`config.mk`:
```
export PLATFORM = sky130hd
export DESIGN_NAME = cdu_pulse_scheduler_flat
export DESIGN_NICKNAME = d
export VERILOG_FILES = /design/src/rtl/cdu_pulse_scheduler_if.sv /design/src/rtl/cdu_pulse_scheduler.sv /design/src/flat_wrapper.sv
export SDC_FILE = /design/constraint.sdc
export NUM_CORES = 1
export LEC_CHECK = 0
export ABC_AREA = 0
export CAP_MARGIN = 15
export CORE_ASPECT_RATIO = 1.5
export CORE_MARGIN = 5
export CORE_UTILIZATION = 40
export CTS_CLUSTER_SIZE = 10
export DETAILED_ROUTE_END_ITERATION = 16
export PLACE_DENSITY = 0.55
export SLEW_MARGIN = 20
export SYNTH_ARGS = -nofsm -noshare
export SYNTH_HDL_FRONTEND = slang
export SYNTH_SLANG_ARGS = --single-unit
```
`constraint.sdc`:
```
create_clock -name clk -period 17.5 [get_ports clk]
set_input_delay 1.75 -clock clk [delete_from_list [all_inputs] [get_ports clk]]
set_output_delay 1.75 -clock clk [all_outputs]
set_load 0.01 [all_outputs]
```
`src/rtl/cdu_pulse_scheduler_if.sv`:
```
// Pulse request handshake between the scheduler (master) and the computer interface (slave).
// The request holds axis and sign stable until the slave acknowledges it.
interface cdu_pulse_scheduler_if;
  logic       out_req;
  logic [1:0] out_axis;
  logic       out_sign;
  logic       out_ack;

  modport master (output out_req, output out_axis, output out_sign, input out_ack);
  modport slave  (input out_req, input out_axis, input out_sign, output out_ack);
endinterface

```
`src/rtl/cdu_pulse_scheduler.sv`:
```
// Accumulates signed per-axis angle pulses; grants one round-robin pulse per slot, OUT_REQ 1 cycle after SLOT.
// Holds the request until acknowledged; TMO unacknowledged slots time out and restore the pulse.
module cdu_pulse_scheduler #(
  parameter int CNT_W = 4,
  parameter int TMO   = 4
) (
  input  logic                  clk,
  input  logic                  rst_n,
  input  logic                  slot,
  input  logic                  a_pls,
  input  logic                  b_pls,
  input  logic                  c_pls,
  input  logic                  a_dir,
  input  logic                  b_dir,
  input  logic                  c_dir,
  input  logic                  inh,
  input  logic                  zero,
  cdu_pulse_scheduler_if.master cif,
  output logic [2:0]            ovf,
  output logic                  toerr
);
  localparam int TW   = (TMO > 1) ? $clog2(TMO) : 1;
  localparam int CMAX = 2 ** (CNT_W - 1) - 1;
  localparam int CMIN = -(2 ** (CNT_W - 1));

  typedef enum logic {IDLE = 1'b0, ISSUE = 1'b1} state_t;

  state_t                 state;
  state_t                 state_nxt;
  logic [2:0][CNT_W-1:0]  cnt;
  logic [2:0][CNT_W-1:0]  cnt_nxt;
  logic [2:0]             ovf_set;
  logic [2:0]             pls;
  logic [2:0]             dir;
  logic [2:0]             nz;
  logic [1:0]             last;
  logic [1:0]             axis_q;
  logic [1:0]             sel;
  logic [1:0]             cand1;
  logic [1:0]             cand2;
  logic                   sign_q;
  logic                   sel_vld;
  logic                   grant;
  logic                   tmo_hit;
  logic                   restore;
  logic                   exit_q;
  logic                   rest_vld;
  logic                   req;
  logic [TW-1:0]          tmo_cnt;

  function automatic logic [1:0] rr_next(input logic [1:0] a);
    return (a == 2'd2) ? 2'd0 : a + 2'd1;
  endfunction

  assign pls = {c_pls, b_pls, a_pls};
  assign dir = {c_dir, b_dir, a_dir};

  always_comb begin
    nz = '0;
    for (int i = 0; i < 3; i++) nz[i] = (cnt[i] != '0);
  end

  // Search starts just after the last granted axis, so last itself is tried last.
  always_comb begin
    cand1   = rr_next(last);
    cand2   = rr_next(cand1);
    sel_vld = |nz;
    sel     = last;
    if (nz[cand1])     sel = cand1;
    else if (nz[cand2]) sel = cand2;
  end

  assign grant   = (state == IDLE) && slot && !inh && !zero && !exit_q && sel_vld;
  assign tmo_hit = (state == ISSUE) && slot && !cif.out_ack && (tmo_cnt == TW'(TMO - 1));
  assign restore = tmo_hit && rest_vld && !zero;

  always_ff @(posedge clk or negedge rst_n) begin
    if (!rst_n) state <= IDLE;
    else        state <= state_nxt;
  end

  always_comb begin
    state_nxt = state;
    req       = 1'b0;
    case (state)
      IDLE: begin
        if (grant) state_nxt = ISSUE;
      end
      ISSUE: begin
        req = 1'b1;
        if (cif.out_ack || tmo_hit) state_nxt = IDLE;
      end
      default: state_nxt = IDLE;
    endcase
  end

  // Input pulse, grant step and timeout restore fold into one net change before saturation.
  always_comb begin
    int d;
    int s;
    d       = 0;
    s       = 0;
    ovf_set = '0;
    cnt_nxt = cnt;
    for (int i = 0; i < 3; i++) begin
      d = 0;
      if (pls[i]) d = dir[i] ? 1 : -1;
      if (grant && sel == 2'(i)) d = d + (cnt[i][CNT_W-1] ? 1 : -1);
      if (restore && axis_q == 2'(i)) d = d + (sign_q ? -1 : 1);
      s = int'($signed(cnt[i])) + d;
      if (s > CMAX) begin
        s          = CMAX;
        ovf_set[i] = 1'b1;
      end else if (s < CMIN) begin
        s          = CMIN;
        ovf_set[i] = 1'b1;
      end
      cnt_nxt[i] = CNT_W'(s);
    end
  end

  always_ff @(posedge clk or negedge rst_n) begin
    if (!rst_n) begin
      cnt      <= '0;
      ovf      <= '0;
      toerr    <= 1'b0;
      last     <= 2'd2;
      axis_q   <= 2'd0;
      sign_q   <= 1'b0;
      tmo_cnt  <= '0;
      rest_vld <= 1'b0;
      exit_q   <= 1'b0;
    end else begin
      exit_q <= (state == ISSUE) && (state_nxt == IDLE);
      if (zero) begin
        cnt   <= '0;
        ovf   <= '0;
        toerr <= 1'b0;
      end else begin
        cnt <= cnt_nxt;
        ovf <= ovf | ovf_set;
        if (tmo_hit) toerr <= 1'b1;
      end
      if (grant) begin
        last     <= sel;
        axis_q   <= sel;
        sign_q   <= cnt[sel][CNT_W-1];
        tmo_cnt  <= '0;
        rest_vld <= 1'b1;
      end else if (state == ISSUE) begin
        if (slot) tmo_cnt <= tmo_cnt + TW'(1);
        // A clear while issuing means the granted pulse must not come back on timeout.
        if (zero) rest_vld <= 1'b0;
      end
    end
  end

  assign cif.out_req  = req;
  assign cif.out_axis = axis_q;
  assign cif.out_sign = sign_q;
endmodule

```
`src/flat_wrapper.sv`:
```
// flat-port wrapper written by rule: the top's interface ports become plain ports
module cdu_pulse_scheduler_flat 
#(
  parameter int CNT_W = 4,
  parameter int TMO   = 4
)
  (clk, rst_n, slot, a_pls, b_pls, c_pls, a_dir, b_dir, c_dir, inh, zero, ovf, toerr, cif_out_req, cif_out_axis, cif_out_sign, cif_out_ack);
  cdu_pulse_scheduler_if cif_i ();
  input  logic clk;
  input  logic rst_n;
  input  logic slot;
  input  logic a_pls;
  input  logic b_pls;
  input  logic c_pls;
  input  logic a_dir;
  input  logic b_dir;
  input  logic c_dir;
  input  logic inh;
  input  logic zero;
  output logic [2:0] ovf;
  output logic toerr;
  output wire logic [$bits(cif_i.out_req)-1:0] cif_out_req;
  output wire logic [$bits(cif_i.out_axis)-1:0] cif_out_axis;
  output wire logic [$bits(cif_i.out_sign)-1:0] cif_out_sign;
  input wire logic [$bits(cif_i.out_ack)-1:0] cif_out_ack;
  assign cif_out_req = cif_i.out_req;
  assign cif_out_axis = cif_i.out_axis;
  assign cif_out_sign = cif_i.out_sign;
  assign cif_i.out_ack = cif_out_ack;
  cdu_pulse_scheduler #(.CNT_W(CNT_W), .TMO(TMO)) u_core (.clk(clk), .rst_n(rst_n), .slot(slot), .a_pls(a_pls), .b_pls(b_pls), .c_pls(c_pls), .a_dir(a_dir), .b_dir(b_dir), .c_dir(c_dir), .inh(inh), .zero(zero), .cif(cif_i), .ovf(ovf), .toerr(toerr));
endmodule
```
== After elaboration in Yosys (flattened, before gate mapping) ==
Cells that the tools add are included.

* Add/sub/neg operators: 12
* $mul: 0
* Div/mod/pow operators: 0
* Order comparisons: 9
* Eq/ne operators: 7
* Shifts and indexed selects: 0
* Muxes and demuxes: 52
* Bitwise logic cells: 3
* Reductions and logical operators: 34

{| class="wikitable"
|+ Operators by type and width
! operator !! count
|-
| $mux 32 || 16
|-
| $add 32x32->32 || 6
|-
| $add 4x32->32 || 3
|-
| $gt 32x4->1 const B || 3
|-
| $lt 32x4->1 const B || 3
|-
| $mux 4 || 7
|-
| $logic_and 1x1->1 || 17
|-
| $mux 1 || 16
|-
| $mux 2 || 7
|-
| $mux 12 || 1
|-
| $reduce_bool 4->1 || 3
|-
| $eq 2x2->1 const B || 5
|-
| $lt 2x3->1 const B || 3
|-
| $bmux 4 s2 || 1
|-
| $reduce_bool 2->1 || 4
|-
| $add 2x1->2 const B || 3
|-
| $bmux 1 s2 || 2
|-
| $eq 2x1->1 const B || 2
|-
| $logic_not 1->1 || 4
|-
| $logic_not 2->1 || 2
|-
| $reduce_and 2->1 || 2
|-
| $mux 3 || 1
|-
| $or 3x3->3 || 1
|-
| $reduce_or 3->1 || 1
|-
| other kinds (3) || 4
|}

* Register bits: 26
* Latch bits: 0
* Memory bits (writable): 0
* ROM bits: 0
* Output and inout bits: 8
* Memories kept: 0

== Longest topological paths before layout ==
* Depth after elaboration: 19
* Gate-level depth with buffers: 31

== Worst setup path before layout ==
OpenSTA, ideal clock, no wires.

* Path kind: input -> register
* From: in inh
* To: reg u_core.cnt[6] (netlist name)
* Library setup time: 0.130 ns
* Arrival: 7.764 ns
* Data required time: 17.370 ns
* Path slack: 9.605 ns
* Stages on the path: 25
* Path buffers: 0
* Path through: or4b_4 or3_1 a21oi_2 nor2_1 a21oi_1 inv_1 ha_1 inv_1 a2111o_1 o211ai_1 a21o_1 a31o_1 a21oi_1 a211oi_1 nor2_1 ha_1 and3_1 and2_1 a221o_1 a311o_1 a21o_1 or4b_1 or4_4 o41ai_4 o2bb2ai_1

* Word-level cells in the longest chain between the ends: 14

{| class="wikitable"
|+ Ends and longest elaborated chain
! element !! RTL line !! text
|-
| start, declared || flat_wrapper.sv:18 || <nowiki>input logic inh;</nowiki>
|-
| $logic_not 1->1 (*) || cdu_pulse_scheduler.sv:73 || <nowiki>assign grant = (state == IDLE) && slot && !inh && !zero && !exit_q && sel_vld;</nowiki>
|-
| $logic_and 1x1->1 (*) (4 in a row) || cdu_pulse_scheduler.sv:73 ||
|-
| $logic_and 1x1->1 (*) || cdu_pulse_scheduler.sv:108 || <nowiki>if (grant && sel == 2'(i)) d = d + (cnt[i][CNT_W-1] ? 1 : -1);</nowiki>
|-
| $mux 32 (*) || cdu_pulse_scheduler.sv:108 ||
|-
| $add 32x32->32 || cdu_pulse_scheduler.sv:109 || <nowiki>if (restore && axis_q == 2'(i)) d = d + (sign_q ? -1 : 1);</nowiki>
|-
| $mux 32 (*) || cdu_pulse_scheduler.sv:109 ||
|-
| $add 4x32->32 (*) || cdu_pulse_scheduler.sv:110 || <nowiki>s = int'($signed(cnt[i])) + d;</nowiki>
|-
| $lt 32x4->1 || cdu_pulse_scheduler.sv:114 || <nowiki>end else if (s < CMIN) begin</nowiki>
|-
| $mux 4 || cdu_pulse_scheduler.sv:114 ||
|-
| $mux 4 (*) || cdu_pulse_scheduler.sv:111 || <nowiki>if (s > CMAX) begin</nowiki>
|-
| $mux 12 (*) || cdu_pulse_scheduler.sv:135 || <nowiki>if (zero) begin</nowiki>
|-
| end signal, assigned || cdu_pulse_scheduler.sv:140 || <nowiki>cnt <= cnt_nxt;</nowiki>
|-
| end, declared || cdu_pulse_scheduler.sv:30 || <nowiki>logic [2:0][CNT_W-1:0] cnt;</nowiki>
|}

Mark *: on every way between the ends. The rest lies on a longest branch, timed or not.
A chain may end at the register's enable or synchronous reset.

== Final worst setup path ==
* From: in slot
* To: reg u_core.cnt[6] (netlist name)

* Word-level cells in the longest chain between the ends: 14

{| class="wikitable"
|+ Ends and longest elaborated chain
! element !! RTL line !! text
|-
| start, declared || flat_wrapper.sv:11 || <nowiki>input logic slot;</nowiki>
|-
| $logic_and 1x1->1 (5 in a row) || cdu_pulse_scheduler.sv:73 ||
|-
| $logic_and 1x1->1 || cdu_pulse_scheduler.sv:108 ||
|-
| $mux 32 || cdu_pulse_scheduler.sv:108 ||
|-
| $add 32x32->32 || cdu_pulse_scheduler.sv:109 ||
|-
| $mux 32 (*) || cdu_pulse_scheduler.sv:109 ||
|-
| $add 4x32->32 (*) || cdu_pulse_scheduler.sv:110 ||
|-
| $lt 32x4->1 || cdu_pulse_scheduler.sv:114 ||
|-
| $mux 4 || cdu_pulse_scheduler.sv:114 ||
|-
| $mux 4 (*) || cdu_pulse_scheduler.sv:111 ||
|-
| $mux 12 (*) || cdu_pulse_scheduler.sv:135 ||
|}

Marked as above.

==> reports/results.txt <==
The synthesized netlist contains 100 unique library cells. Global routing used 23.3% of the available tracks. The top-level I/O count is 20, and the number of placed instances with taps included is 2036. Mean instance size in the synthesized netlist: 6.75 um^2.

Type of the worst setup path: in2reg. The number of antenna diodes in the final layout is 0. The post-placement worst setup slack came out at 7.74 ns.

Once layout is complete, the utilization of the core stands at 41.9%. The proportion of synthesized chip area in sequential cells came out at 5.44%. The clock net in this run drives a total of 25 sinks. The path class of the tightest hold or removal check is reg2reg. After the first detailed-routing iteration, the DRC count stood at 833.

The run gives 0.0324 mm^2 as the overall die area. The longest clock path from root to sink contains 2 buffers. The clock tree root buffer cell is clkbuf_16.

The die is 149 um wide. During synthesis, Yosys emitted a total of 0 warnings. Of the total power, combinational logic draws 89.3%. For the worst-skew pair, the clock arrives at the later sink with an insertion delay of 0.27 ns.

The tools report the category of the worst setup path capture point as a flip-flop. The run gives 3098 as the number of filler instances in the final layout. Of all nets on the critical path, the largest fanout is 30. In the routed design, unresolved DRC markers number 0. The logs give 0.0286 mm^2 for the area of the core and 12400 for the number of global-route vias before repair. The critical path goes through clkdlybuf4s50_1 -> or4b_4 -> or3_1 -> a21oi_2 -> mux2i_1 -> ha_1 -> nand2_1 -> o21a_1 -> o21ai_0 -> xnor2_1 -> o21ai_0 -> ha_1 -> a211oi_1 -> o221ai_1 -> o211ai_1 -> nand3_1 -> xor2_1 -> a21o_1 -> or4b_1 -> or4_4 -> o41ai_4 -> o2bb2ai_1. Ranked by total cell area, the synthesized netlist is headed by ha_1, a21oi_1, o21ai_0. After layout, the worst setup slack is 7.96 ns. TritonCTS built the clock tree.

The share of total power in the clock network is 3.6%, and the setup clock skew after layout is 0.00257 ns. Once detail routing completed, the nets flagged for antenna violations numbered 0. The number of pins exceeding their max-slew limit in the final report was 0; the storage element area was 627 um^2.

The first TritonRoute pass finished after 6 iterations. The tools report the internal power component as 0.000594 W. In the final layout, the share of cells above drive strength 1 is 3.45%. The initial antenna violation count was 0. STA classifies the critical path startpoint as a primary input. The proportion of total power due to net switching was 60.0%. The run gives 0 as the total count of hold-check failures in the final report. For the count of endpoints failing setup in the final report, the log shows 0. In the final design database the tool counted 1800 nets. The power dissipated by switching net loads was 0.000893 W. The total detailed-routing wirelength is 38.9 mm.

Time the worst path needs with I/O delays and setup: 9.54 ns. The logs give 0 for the hold buffer count at cts and 0 for the global-route congestion overflow total. In the layout the commonest cells are a21oi_1, nand2_1, nor2_1. Summing all multi-input logic gate instances after layout gives 0.0103 mm^2.

Relative to the synthesized area, the layout overhead comes to 4.13%. The slew at the pin with the worst max-slew slack was 1.02 ns; the pin count of the biggest net entering global routing was 34. Synthesis handed over a netlist of 1706 instances.

The tools report the count of non-filler cells in the finished layout as 2040. In this run, flip-flops and latches consume 7.1% of the power. The max-capacitance violation count came out at 0. In the final routed layout, each cell accounts on average for 19.1 um.

The detailed router placed 12600 vias in this run. Summed over all instances, the cell type with the most area after synthesis is ha_1. Headroom to the max-slew limit came out at 31.8%.

In the synthesized netlist the dominant register cell turns out to be dfrtp_1. For the count of buffers added by post-CTS timing repair for setup, the log shows 0. VDD sags by at most 0.0526 mV. Share of synthesized registers carrying an async set or reset: 100%.

The run gives 0.0115 mm^2 as the area of the mapped netlist. Based on the critical path, the design can be clocked at up to 105 MHz. Setup repair after global routing left no endpoint under its margin. The worst path uses 54.5% of the clock period.

The run finished with clean final reports. The most common cell after layout, fill and taps aside is a21oi_1. On the critical path, the stage with the largest delay is an instance of ha_1. The run gives 0.961 as the final RePlAce weighted congestion.

The area fraction of the dominant cell type after synthesis was 13.0%; the deepest level of the CTS H-tree was 1. For this design the static power due to leakage is 5.12 nW. Number of rows in the core area: 76.

The post-synthesis net count is 1855, and the delay of the slowest critical-path stage is 0.82 ns. The tools report the worst setup path startpoint as slot. Detailed placement finished with a half-perimeter wire length of 32.2 mm. The kind of cell with the highest combined delay along the critical path is compound AO/OA/AOI/OAI gates.

Using the TritonRoute via totals, the vias-per-cell ratio works out to 6.20. For this configuration, the core starts out at a cell density of 40.2%. The first global-routing pass estimated 62.9 mm of wire. The run gives 3 as the number of buffers added by the clock tree synthesis step.

The clock transition at the registers of the reported paths is 0.07 ns. STA puts the critical path data required time at 17.64 ns. The synthesized design contains 0 enable-type register cells.

The overall power of the completed layout came out at 0.00149 W. The logs give 0 ns for the aggregate negative setup slack and 9.69 ns for the critical path data arrival time. The sum of buffers and inverters on the critical path came out at 1. The number of flip-flops and latches in the synthesized netlist was 25. Once the clock tree was built, the resizer swapped 0 gates to a different size. The tools report the reg-to-reg startpoint as u_core.cnt[11]. In this run the power density over the cells is 124 mW/mm^2. The die is 218 um tall.

The startpoint identified for the worst hold timing path is u_core.toerr. In this run the tool buffered the top-level ports with 19 buffer cells.
[through the flow]
| stage | area (um^2) | hold slack (ns) |
|---|---|---|
| 4_1_cts | 12000 | 0.526 |
| 5_1_grt | 12000 | 0.553 |
| 6_report | 12000 | 0.518 |
| 2_1_floorplan | 11500 | 0.501 |
| 3_3_place_gp | 11900 | 0.506 |
| 3_5_place_dp | 11900 | 0.511 |
[synth_stat cells (27+ instances only)]
cell and count:
a21oi_1 184, nand2_1 168, nor2_1 166, o21ai_0 133
ha_1 120, clkbuf_1 72, inv_1 68, xnor2_1 61
a21o_1 56, nand3_1 48, xor2_1 40, nor3_1 36
a31oi_1 29, o211ai_1 29, nand4_1 28, a211oi_1 27
[final cells by class]
class                      instances  area share (%)
inverter                          70            2.19
sequential                        25            5.23
multi-input combinational       1524            85.7
clock buffer                       3           0.626
tap                              390            4.07
clock inverter                     1          0.0626
timing repair buffer              27            2.09
[final timing paths]
check                                       to  slack, ns  cells after the start
worst max-delay path             u_core.cnt[6]       7.96                     22
worst min-delay path              u_core.toerr       0.52                      2
worst max register to register   u_core.cnt[9]       9.05                     28
worst min register to register    u_core.toerr       0.52                      2
max in group asynchronous       u_core.last[1]      15.35                      2
min in group asynchronous        u_core.ovf[2]       1.85                      2
[power groups by stage]
stage	Sequential, W	Clock [W]	Combinational [W]
finish	0.000105	0.0000536	0.00133
floorplan	0.000117	0	0.000990
global route	0.000109	0.0000572	0.00147
CTS	0.000105	0.0000547	0.00132
detailed placement	0.000106	0	0.00131
global placement	0.000106	0	0.00131
[flip-flops by register name, summed over array words and instances, names as in the netlist]
signal               flops
u_core.cif.out_axis      2
u_core.cif.out_sign      1
u_core.cnt              12
u_core.exit_q            1
u_core.last              1
u_core.ovf               3
u_core.rest_vld          1
u_core.state             1
u_core.tmo_cnt           2
u_core.toerr             1
[worst min-delay path: cells and delay by family (launching register included)]
family,cells,cell delay [ns]
flops,1,0.35
simple gates,2,0.12
[routing by layer]
layer	vias up	global-route usage [%]	wire length [um]
met2	303	46.0	21000
met4	0	10.8	2110
li1	6296	-	-
met3	126	1.21	925
met5	-	0	0
met1	5915	24.8	14800
[kinds of logic (layout without fill, tap and decap cells)]
family                     after synthesis  count (layout)  synth area share (%)
and+or+nand+nor                        614             614                  26.6
AOI/OAI and AO/OA                      643             643                  36.3
adders and majority gates              137             137                  16.0
buffers and inverters                  157             101                  5.28
xor gates and xnor gates               104             104                  8.10
muxes                                   26              26                  2.31
DFF                                     25              25                  5.44
Power figures use the tool's default switching activity.
